## config.mk

```make
export PLATFORM = sky130hd
export DESIGN_NAME = exp_arbiter
export DESIGN_NICKNAME = d
export VERILOG_FILES = /design/src/rtl/exp_arbiter.sv
export SDC_FILE = /design/constraint.sdc
export NUM_CORES = 1
export LEC_CHECK = 0
export CAP_MARGIN = 20
export CORE_ASPECT_RATIO = 1.2
export CORE_MARGIN = 2
export CORE_UTILIZATION = 45
export DETAILED_ROUTE_END_ITERATION = 10
export PLACE_DENSITY_LB_ADDON = 0.25
export SYNTH_ARGS = -nofsm -noshare
export SYNTH_HDL_FRONTEND = slang
export SYNTH_SLANG_ARGS = --single-unit
```

## constraint.sdc

```tcl
create_clock -name clk -period 4.9 [get_ports clk]
set_input_delay 1.225 -clock clk [delete_from_list [all_inputs] [get_ports clk]]
set_output_delay 1.225 -clock clk [all_outputs]
set_load 0.05 [all_outputs]
```

## src/rtl/exp_arbiter.sv

```systemverilog
// exp_arbiter: round-robin front end that shares one exponential unit among
// N_REQ requesters. It takes one request at a time, starts the unit, waits
// for done (with a timeout) and returns the result to the granted requester.
module exp_arbiter #(
  parameter int unsigned N_REQ   = 4,
  parameter int unsigned TIMEOUT = 255
) (
  input  logic                 clk,
  input  logic                 rst,
  input  logic [N_REQ-1:0]     req,
  input  logic [16*N_REQ-1:0]  x_in,
  output logic [N_REQ-1:0]     gnt,
  output logic [N_REQ-1:0]     rsp_valid,
  output logic [17:0]          rsp_data,
  output logic                 rsp_err,
  output logic                 busy,
  output logic                 exp_start,
  output logic [15:0]          exp_x,
  input  logic                 exp_done,
  input  logic [1:0]           exp_intpart,
  input  logic [15:0]          exp_fracpart
);

  localparam int unsigned    IW        = (N_REQ > 1) ? $clog2(N_REQ) : 1;
  localparam logic [7:0]     TIMEOUT_C = 8'(TIMEOUT);
  localparam logic [IW-1:0]  LAST_RST  = IW'(N_REQ - 1);

  typedef enum logic [1:0] {
    IDLE,
    WAIT,
    RESP
  } state_t;

  state_t state, state_nxt;

  logic [IW-1:0]    idx, idx_nxt;
  logic [IW-1:0]    last, last_nxt;
  logic [IW-1:0]    win_idx, cand;
  logic             win_found;
  logic [7:0]       timer, timer_nxt;
  logic [N_REQ-1:0] gnt_nxt, rsp_valid_nxt;
  logic [17:0]      rsp_data_nxt;
  logic             rsp_err_nxt, busy_nxt, start_nxt;
  logic [15:0]      exp_x_nxt;
  logic             done_ok, tmo;

  // done is only honoured once the start pulse has been seen by the unit
  assign done_ok = exp_done & ~exp_start;
  assign tmo     = (timer == TIMEOUT_C);

  // Round-robin search starting one past the last served requester
  always_comb begin
    win_found = 1'b0;
    win_idx   = '0;
    cand      = '0;
    for (int unsigned i = 0; i < N_REQ; i++) begin
      cand = IW'((32'(last) + 32'd1 + i) % N_REQ);
      if (!win_found && req[cand]) begin
        win_found = 1'b1;
        win_idx   = cand;
      end
    end
  end

  // State and all outputs registered together
  always_ff @(posedge clk or negedge rst) begin
    if (!rst) begin
      state     <= IDLE;
      idx       <= '0;
      last      <= LAST_RST;
      timer     <= '0;
      gnt       <= '0;
      rsp_valid <= '0;
      rsp_data  <= '0;
      rsp_err   <= 1'b0;
      busy      <= 1'b0;
      exp_start <= 1'b0;
      exp_x     <= '0;
    end else begin
      state     <= state_nxt;
      idx       <= idx_nxt;
      last      <= last_nxt;
      timer     <= timer_nxt;
      gnt       <= gnt_nxt;
      rsp_valid <= rsp_valid_nxt;
      rsp_data  <= rsp_data_nxt;
      rsp_err   <= rsp_err_nxt;
      busy      <= busy_nxt;
      exp_start <= start_nxt;
      exp_x     <= exp_x_nxt;
    end
  end

  // Next-state decision
  always_comb begin
    state_nxt = state;
    case (state)
      IDLE:    if (win_found) state_nxt = WAIT;
      WAIT:    if (done_ok || tmo) state_nxt = RESP;
      RESP:    state_nxt = IDLE;
      default: state_nxt = IDLE;
    endcase
  end

  // Next values of the registered outputs and datapath; outputs are computed
  // one cycle early so every port comes straight from a flop
  always_comb begin
    gnt_nxt       = '0;
    rsp_valid_nxt = '0;
    rsp_data_nxt  = '0;
    rsp_err_nxt   = 1'b0;
    start_nxt     = 1'b0;
    exp_x_nxt     = exp_x;
    idx_nxt       = idx;
    last_nxt      = last;
    timer_nxt     = timer;
    busy_nxt      = (state_nxt != IDLE);
    case (state)
      IDLE: begin
        if (win_found) begin
          idx_nxt          = win_idx;
          gnt_nxt[win_idx] = 1'b1;
          start_nxt        = 1'b1;
          exp_x_nxt        = x_in[{win_idx, 4'b0000} +: 16];
          timer_nxt        = '0;
        end
      end
      WAIT: begin
        if (done_ok) begin
          rsp_valid_nxt[idx] = 1'b1;
          rsp_data_nxt       = {exp_intpart, exp_fracpart};
        end else if (tmo) begin
          rsp_valid_nxt[idx] = 1'b1;
          rsp_err_nxt        = 1'b1;
        end else begin
          timer_nxt = timer + 8'd1;
        end
      end
      RESP: begin
        last_nxt = idx;
      end
      default: begin
      end
    endcase
  end

endmodule
```

**Word-level counts from Yosys, hierarchy flattened**

Cells that the tools add are included.

- Logic and storage cells: 86
- Input bits: 89
- Register bits after elaboration: 59
- Output and inout bits: 45

- Reductions and logical operators: 14
- Add/sub/neg operators: 5
- Eq/ne operators: 6
- Order comparisons: 8
- Bitwise logic cells: 2
- Shift operators: 1
- Muxes and demuxes: 39

Operators by type and width:

| cell | count |
|---|---|
| $shiftx A64 B7 Y16 | 1 |
| $mux W18 | 2 |
| $mux W8 | 3 |
| $mux W4 | 5 |
| $lt A2 B3 Y1 const B | 6 |
| $pmux W8 S2 | 1 |
| $mux W1 | 15 |
| $mux W2 | 6 |
| $add A8 B1 Y8 const B | 1 |
| $bmux W1 S2 | 4 |
| $eq A8 B8 Y1 const B | 1 |
| $ne A2 B2 Y1 const B | 3 |
| $logic_and A1 B1 Y1 | 5 |
| $add A2 B1 Y2 const B | 2 |
| $add A2 B2 Y2 const B | 2 |
| $demux W1 S2 | 2 |
| $ge A2 B1 Y1 const B | 2 |
| $pmux W2 S2 | 1 |
| $reduce_and A4 Y1 | 1 |
| $reduce_bool A2 Y1 | 2 |
| $logic_not A1 Y1 | 3 |
| $eq A2 B1 Y1 const B | 1 |
| $eq A2 B2 Y1 const B | 1 |
| $logic_not A2 Y1 | 1 |
| 4 further kinds | 4 |

**Depth between registers and ports, before layout**

Gate-level depths: netlist (run 1).

- Depth in word-level cells: 19
- Mapped depth: 7
- Gate-level depth less buffers: 6

**Worst setup path after synthesis (run 1)**

No wires, ideal clock.

- Path kind: input to register
- Start: in req[1]
- End: reg exp_x[0]
- Path slack: 2.426 ns
- Library setup time: 0.128 ns
- Data required time: 4.772 ns
- Stages on the path: 7
- Path buffers: 1
- Arrival time: 2.346 ns
- Path through: or4_1 > nand2_1 > inv_2 > buf_2 > nand3_1 > mux2_2 > o211ai_2

- Cells in the longest elaborated chain, start to end: 13
- Elaborated cells between the ends (all ways): 24
- Those cells by class: shift: 1; mux: 16; reduce/logical: 7

Ends and longest elaborated chain:

| element | line | text |
|---|---|---|
| start, declared | 10 | `input logic [N_REQ-1:0] req,` |
| $bmux W1 S2 | 58 | `if (!win_found && req[cand]) begin` |
| $mux W1 (not written as such) | 58 |  |
| $mux W1 | 58 |  |
| $logic_not A1 Y1 | 58 |  |
| $logic_and A1 B1 Y1 | 58 |  |
| $mux W1 | 58 |  |
| $logic_not A1 Y1 | 58 |  |
| $logic_and A1 B1 Y1 | 58 |  |
| $mux W1 | 58 |  |
| $logic_not A1 Y1 | 58 |  |
| $logic_and A1 B1 Y1 | 58 |  |
| $mux W2 or $mux W1 (tied branches) | 58 |  |
| $shiftx A64 B7 Y16 or $reduce_and A2 Y1 (tied branches) | n/a |  |
| end signal, assigned | 90 | `exp_x <= exp_x_nxt;` |
| end, declared | 18 | `output logic [15:0] exp_x,` |

Parallel ways exist; a longest one is shown, timed or not. The select of a mux whose other input is x is not followed.
A chain may end at the register's enable or synchronous reset.

**Worst setup path in the final report (run 1)**

- Start: in req[0]
- End: reg exp_x[12]

The elaborated chain is that of the path after synthesis.

==> results of run 1 <==
[routing by layer]
layer,GRT usage,up-vias
met1,0.2442,1168
met5,0,-
met3,0.07407,7
met2,0.3484,96
met4,0.09226,0
li1,-,1191
[worst max-delay path: cells and delay by family]
family,cells,cell delay [ns]
buf+inv,3,1.22
compound gates,3,0.75
simple gates,1,0.17
[flip-flops by register name, indices dropped and copies added, names as in the netlist]
register / flops
rsp_data: 18
exp_x: 16
timer: 8
gnt: 4
rsp_valid: 4
idx: 2
last: 2
state: 2
busy: 1
exp_start: 1
rsp_err: 1
[worst paths after layout]
| path | slack [ns] | cells after the start | endpoint | startpoint |
|---|---|---|---|---|
| setup / recovery | 1.73 | 7 | exp_x[12] | req[0] |
| hold / removal | 0.50 | 2 | exp_x[5] | exp_x[5] |
| setup reg to reg | 2.56 | 6 | exp_x[12] | last[0] |
| hold reg to reg | 0.50 | 2 | exp_x[5] | exp_x[5] |
| max in group asynchronous | 3.18 | 2 | last[1] | rst |
| min in group asynchronous | 0.84 | 1 | rsp_data[4] | rst |
[through the flow]
stage / instance area, um2 / instances / utilization / hold slack [ns]
after global routing: 4497 / 488 / 0.7064 / 0.5277
after detailed placement: 4304 / 472 / 0.6761 / 0.4873
after CTS: 4497 / 488 / 0.7064 / 0.5054
final: 4497 / 488 / 0.7064 / 0.5014
after floorplan: 2947 / 264 / - / 0.4644
after global placement: 4304 / 472 / 0.6761 / 0.4801
[layout by cell type (no fill, tap or decap), drive strengths merged, types with 2 or more instances in the layout]
cell             n
mux2i           18
nor2            10
xor2             2
a21oi            6
nor2b            5
and3b            2
nand4            3
clkinv           4
clkbuf           9
clkinvlp         2
and2            19
inv              2
nand2b           5
mux2            18
nand3           34
clkdlybuf4s50  132
o21ai            2
nand2           32
or3              2
dfstp            2
and3             2
dfrtp           57
o211ai          16
buf              6
[power groups by stage]
stage	Combinational, mW	Sequential, mW	Clock (mW)
after floorplan	0.585	1.11	0
after global placement	1.34	0.727	0
after detailed placement	1.36	0.735	0
after CTS	1.37	0.726	0.434
after global routing	1.45	0.741	0.458
final	1.36	0.725	0.422
[cell type report]
type / instances / area share
inverters: 2 / 0.001669
multi-input cells: 188 / 0.2997
clock inverters: 7 / 0.01530
repair buffers: 138 / 0.3033
clock buffers: 9 / 0.02755
flip-flops and latches: 59 / 0.3289
well taps: 85 / 0.02365
[cells by family after synthesis]
| family | share of synthesized area |
|---|---|
| compound gates | 0.1049 |
| buf+inv | 0.04076 |
| fa+ha+maj | 0.004246 |
| xor+xnor | 0.008919 |
| flops | 0.5019 |
| mux | 0.1299 |
| simple gates | 0.2093 |
==> metrics.cfg, run 1 <==
[finish]
num-fill-cells = 485
final-seq-area_mm2 = 0.001479
num_antenna_cells = 0
drive_above_1_share = 0.1514
multi_input_area_mm2 = 0.001348
fin_nets = 488
syn_to_final_growth_pct = 52.61

[pwr]
irDropWorstVdd_uv = 411.6
pwr-share-seq = 0.290
total_leakage_power_nw = 1.921
p_sw_mw = 1.118
p_clk_frac = 0.169
p_int_mw = 1.385
p_sw_frac = 0.4468
power_density_mw_per_mm2 = 556.7
power.total_mw = 2.503
combPwrFrac = 0.542

[sta]
slew_violations = 0
fin_crit_sh = 0.6475
skew_ns = 0.009155
hold_violations = 0
setup_viol = 0
setup_slack_ns = 1.727
rsz0062_at_grt = no
fmax_ghz = 0.3152
tightest_slew_ns = 0.7488
slew_headroom = 0.4989
fin_crit_ns = 3.173
tns_ns = 0

[global_routing]
antenna_found_initial = 0
grt_start_max_net_pins = 42
grt_usage = 0.2101
grt_first_pass_wirelength_um = 11750
first_global_vias = 2549
overflow = 0

[cts]
clockRootBuffer = clkbuf_8
cts_sinks = 59
tritoncts = done
post_cts_buffers = 0
cts_resized = 0
clk_path_buf_depth = 2
cts_inserted_buffers = 9
htreeDepth = 3
cts_hold_buf = 0
clkTransAtPathRegs_ns = 0.07
clock_latency_ns = 0.33

[status]
status = complete, no violations

[drt]
ant_nets = 0
wl_met3_um = 647
drtPass1Iterations = 4
wl_per_cell_um = 15.14
drt_iter0_markers = 93
drcViolationCount = 0
met1_length_um = 2912
route.met2.wl_um = 3745
wl_um = 7387
maxUsedRoutingLayer = met4
vias = 2462
viasPerCell = 5.045

[floorplan]
die_x_um = 77.87
start_util = 0.4629
pin_count = 134
die_h_um = 92.64
core_mm2 = 0.006366
num_rows = 32
die-area_mm2 = 0.007214

[placement]
pre_cts_ws_ns = 1.402
dp_hpwl_um = 5499
routabilityCongestion = 0.7853
io_buffers = 133

[run]
drv_cap = 0

[worst_setup_path]
cpPeakStageDelay_ns = 0.56
criticalPathCategory = in2reg
cp-start-kind = input port
cp_max_fo = 24
required_ns = 5.10
slowest_stage = clkdlybuf4s50_1
end_kind = register
crit_chain = clkdlybuf4s50_1 > a21oi_1 > o31ai_4 > buf_4 > nand2b_1 > buf_4 > o211ai_2
crit_path_frequent_cell = buf_4
arrival_ns = 3.37

[logic_synthesis]
synth_fp_nets = 354
ys_seq_elements = 59
synth.distinct_cells = 40
synthTopCellsByArea = dfrtp_1, o211ai_2, mux2i_1
yosys-top-cells-count = dfrtp_1, nand3_1, nand2_1
syn-cell-area_mm2 = 0.002947
synth_edf_count = 0
synth_top_cell_by_area = dfrtp_1
synth_ff_type = dfrtp_1
async_flop_share = 1.000
yosysMostFrequentCell = dfrtp_1
yosys_warnings = 0
syn_avg_cell_area_um2 = 11.16
synth_top_area_frac = 0.4841
syn_inst = 264
yosysSeqAreaShare = 0.5019

[worst_hold_path]
worst_hold_path_type = reg2reg

(Power assumes the default switching activity.)
==> run 2, diff against run 1 <==
--- a/config.mk
+++ b/config.mk
@@ -8,7 +8,7 @@
 export CAP_MARGIN = 20
 export CORE_ASPECT_RATIO = 1.2
 export CORE_MARGIN = 2
-export CORE_UTILIZATION = 45
+export CORE_UTILIZATION = 38
 export DETAILED_ROUTE_END_ITERATION = 10
 export PLACE_DENSITY_LB_ADDON = 0.25
 export SYNTH_ARGS = -nofsm -noshare
==> constraint.sdc (replaced) <==
create_clock -name clk -period 2.7 [get_ports clk]
set_input_delay 0.675 -clock clk [delete_from_list [all_inputs] [get_ports clk]]
set_output_delay 0.675 -clock clk [all_outputs]
set_load 0.05 [all_outputs]
==> run 2 against run 1 <==
  * Clock skew is 0.00093 ns lower
  * Largest cell class unchanged
  * Core utilization is 10 points lower
  * Worst setup slack worse by 1.3 ns
  * Flip-flop and latch count stayed put
==> metrics.cfg, run 2 (synthesis results as in run 1) <==
[global_routing]
grt_first_pass_wirelength_um = 12440
grt_most_used_layer = met2
grtUsageMet3 = 0.04505
grt_start_max_net_pins = 60
met1_usage = 0.2167
first_global_vias = 2584
antenna_found_initial = 0
grt_usage = 0.1854
met2_usage = 0.3193
overflow = 0

[placement]
pre_cts_ws_ns = 0.05207
io_buffers = 133
dp_hpwl_um = 5355
place_inst = 480
dpl-instance-area_mm2 = 0.004358
routabilityCongestion = 0.7847

[cts]
clk_path_buf_depth = 2
htreeDepth = 3
cts_resized = 0
post_cts_buffers = 0
cts_hold_buf = 0
clock_latency_ns = 0.33
clkTransAtPathRegs_ns = 0.07
tritoncts = done
cts_sinks = 59
cts_inserted_buffers = 9
clockRootBuffer = clkbuf_8

[sta]
slew_violations = 0
tns_ns = 0
setup_slack_ns = 0.3785
rsz0062_at_grt = no
fin_crit_ns = 2.322
slew_headroom = 0.5031
hold_violations = 0
skew_ns = 0.008226
fmax_ghz = 0.4308
fin_crit_sh = 0.8598
setup_viol = 0
tightest_slew_ns = 0.7453
whs_ns = 0.4840

[floorplan]
die-area_mm2 = 0.008477
pin_count = 134
core_mm2 = 0.007620
die_x_um = 84.39
num_rows = 35
start_util = 0.3867
die_h_um = 100.5

[worst_setup_path]
rrSetupSlack_ns = 0.84
required_ns = 2.91
path_depth = 7
cp-start-kind = input port
critPathLaunch = req[1]
reg2reg_depth = 6
crit_buf_inv = 2
cp-endpoint = exp_x[15]
arrival_ns = 2.53
rr_endpoint = exp_x[15]
cpPeakStageDelay_ns = 0.56
slowest_stage = or4_1
criticalPathCategory = in2reg
r2r_start = last[0]
crit_family = simple AND/OR/NAND/NOR gates
end_kind = register
cp_max_fo = 41
crit_chain = clkdlybuf4s50_1 > or4_1 > nand2_1 > inv_2 > nand3_1 > mux2_2 > o211ai_2

[drt]
wl_per_cell_um = 15.23
vias = 2508
ant_nets = 0
drcViolationCount = 0
drtPass1Iterations = 4
wl_um = 7537
drt_iter0_markers = 152
viasPerCell = 5.067

[finish]
top_register = rsp_data
largest_reg_flops = 18
layout_common_cells = clkdlybuf4s50_1, dfrtp_1, nand3_1
final_common_cell = clkdlybuf4s50_1
final-seq-area_mm2 = 0.001479
fin_area_mm2 = 0.004621
num_antenna_cells = 0
drive_above_1_share = 0.1514
multi_input_area_mm2 = 0.001348
top_regs = rsp_data (18), exp_x (16), timer (8)
num-fill-cells = 653
syn_to_final_growth_pct = 56.82
instances_no_fill = 495
fin_util = 0.6064
fin_nets = 489

[pwr]
total_leakage_power_nw = 1.979
power_density_mw_per_mm2 = 1062
power.total_mw = 4.905
irDropWorstVdd_uv = 567.7

[run]
drv_cap = 0

[status]
status = complete, no violations

[worst_hold_path]
worst_hold_path_type = in2async

==> run 2: cell count changes in the layout (fill, tap and decap cells not counted) <==
cell | before | now
buf_12 | 0 | 3
bufinv_16 | 1 | 4
buf_4 | 5 | 3
clkinv_2 | 3 | 1
clkinvlp_4 | 2 | 0
clkbuf_8 | 9 | 10
clkinv_4 | 1 | 0
==> run 2: power by group <==
group | internal [mW] | switching [mW] | total, mW
clock network | 0.725 | 0.336 | 1.06
registers | 1.16 | 0.155 | 1.31
logic | 0.982 | 1.55 | 2.53
==> run 2: worst min-delay path by stage <==
stage	to	slack, ns	cells after the start
final	rsp_err	0.48	2
after global routing	exp_x[6]	0.53	2
after CTS	exp_x[8]	0.51	2
after detailed placement	exp_x[14]	0.48	2
after global placement	exp_x[2]	0.48	2
after floorplan	busy	0.38	0
==> run 2: final cells by class <==
type | instances | share of cell area
well taps | 92 | 0.02491
clock inverters | 5 | 0.02708
repair buffers | 139 | 0.3049
inverters | 2 | 0.001625
flip-flops and latches | 59 | 0.3201
clock buffers | 10 | 0.02979
multi-input cells | 188 | 0.2916
==> run 2: metal layers <==
metal,share of wire,wire length (um)
met1,0.39,2905
met2,0.54,4042
met3,0.059,444
met4,0.019,146
met5,0,0
==> run 2: worst reg2reg max path, delay by kind of cell (launching register included) <==
family                 cells  cell delay [ns]
DFF                        1             0.57
AOI/OAI and AO/OA          2             0.36
and+or+nand+nor            2             0.32
muxes                      1             0.30
buffers and inverters      1             0.23
==> run 3, diff against run 2 <==
--- a/config.mk
+++ b/config.mk
@@ -11,6 +11,7 @@
 export CORE_UTILIZATION = 38
 export DETAILED_ROUTE_END_ITERATION = 10
 export PLACE_DENSITY_LB_ADDON = 0.25
+export REMOVE_ABC_BUFFERS = 1
 export SYNTH_ARGS = -nofsm -noshare
 export SYNTH_HDL_FRONTEND = slang
 export SYNTH_SLANG_ARGS = --single-unit
==> run 3 against run 2 <==
  * Core utilization decreased by 0.95 points
  * Non-clock buffer count increased by 1
  * First-iteration DRC count decreased by 36%
  * Critical endpoint is now exp_x[1]
  * Critical path type unchanged
==> metrics.cfg, run 3 (synthesis results as in run 1) <==
[worst_setup_path]
arrival_ns = 2.50
cp-start-kind = input port
required_ns = 2.91
cp_max_fo = 41
criticalPathCategory = in2reg
end_kind = register

[floorplan]
num_rows = 35
core_mm2 = 0.007620
die_x_um = 84.39
die-area_mm2 = 0.008477
die_h_um = 100.5
start_util = 0.3867
pin_count = 134

[finish]
final_common_cell = clkdlybuf4s50_1
fin_nets = 490
top_regs = rsp_data (18), exp_x (16), timer (8)
fin_util = 0.5969
top_register = rsp_data
num_antenna_cells = 0
drive_above_1_share = 0.1556
largest_reg_flops = 18
fin_area_mm2 = 0.004548
layout_common_cells = clkdlybuf4s50_1, dfrtp_1, nand3_1
syn_to_final_growth_pct = 54.35

[pwr]
power_density_mw_per_mm2 = 1007
pwr-share-seq = 0.286
p_sw_frac = 0.4554
p_int_mw = 2.494
total_leakage_power_nw = 1.944
p_clk_frac = 0.162
p_sw_mw = 2.085
irDropWorstVdd_uv = 952.1
combPwrFrac = 0.552

[drt]
wl_per_cell_um = 14.37
drtPass1Iterations = 4
ant_nets = 0
drcViolationCount = 0
vias = 2467
viasPerCell = 4.964
wl_um = 7143
drt_iter0_markers = 98

[cts]
cts_hold_buf = 0
cts_resized = 0
clock_latency_ns = 0.34
cts_sinks = 59
tritoncts = done
post_cts_buffers = 0
clk_path_buf_depth = 2
htreeDepth = 3
clkTransAtPathRegs_ns = 0.08
clockRootBuffer = clkbuf_8
cts_inserted_buffers = 9

[sta]
slew_headroom = 0.5031
setup_slack_ns = 0.4078
rsz0062_at_grt = no
tightest_slew_ns = 0.7454
skew_ns = 0.01136
fin_crit_sh = 0.8490
slew_violations = 0
hold_violations = 0
tns_ns = 0
fin_crit_ns = 2.292
setup_viol = 0
fmax_ghz = 0.4363

[global_routing]
overflow = 0
antenna_found_initial = 0
first_global_vias = 2412
grt_first_pass_wirelength_um = 11480
grt_usage = 0.1719
grt_start_max_net_pins = 60

[worst_hold_path]
worst_hold_path_type = in2async

[placement]
routabilityCongestion = 0.7697
io_buffers = 133
dpl-instance-area_mm2 = 0.004365
pre_cts_ws_ns = 0.06432
dp_hpwl_um = 5069

[run]
drv_cap = 0

[status]
status = complete, no violations

==> run 3: cell count changes in the layout (fill, tap and decap cells not counted), sizes merged <==
| cell | delta |
|---|---|
| bufinv | -4 |
| inv | +4 |
| buf | +1 |
| clkbuf | -1 |
| clkinv | +1 |
| clkinvlp | +1 |
==> run 3: worst paths after layout <==
| kind | startpoint | end | slack, ns | cells past startpoint |
|---|---|---|---|---|
| max | req[1] | exp_x[1] | 0.41 | 7 |
| min | rst | rsp_data[7] | 0.48 | 2 |
| max reg2reg | last[0] | exp_x[1] | 0.87 | 6 |
| min reg2reg | exp_x[12] | exp_x[12] | 0.50 | 2 |
| max in group asynchronous | rst | rsp_valid[2] | 1.72 | 2 |
| min in group clk | exp_x[12] | exp_x[12] | 0.50 | 2 |
==> run 3: metal layers <==
metal	wire [um]	track usage
met4	126	0.06716
met3	382	0.04996
met5	0	0
met1	2930	0.2061
met2	3703	0.2930
==> run 3: area by class of cell <==
class,instances,area (um2)
clock buffer,9,123.9
clock inverter,7,58.81
fill,658,3072
inverter,2,7.507
multi-input combinational,188,1348
sequential,59,1479
tap,92,115.1
timing repair buffer,140,1416
==> run 3: worst max-delay path, cell delays in order <==
cell and delay [ns]:
clkdlybuf4s50_1 0.47, or4_1 0.55, nand2_1 0.12, inv_2 0.26
nand3_1 0.18, mux2_2 0.17, o211ai_2 0.07
==> run 3: power by group through the flow <==
stage | clock (mW) | combinational (mW) | sequential, mW
after floorplan | 0 | 0.939 | 2.02
after global placement | 0 | 2.52 | 1.32
after detailed placement | 0 | 2.56 | 1.33
after CTS | 0.772 | 2.56 | 1.31
after global routing | 0.807 | 2.71 | 1.35
final | 0.742 | 2.53 | 1.31
==> run 3: metrics by stage <==
step,power [mW],hold slack (ns),cells
floorplan,2.958,0.3794,249
global placement,3.837,0.4803,481
detailed placement,3.884,0.4842,481
CTS,4.647,0.4956,497
global route,4.864,0.5167,497
finish,4.578,0.4787,497
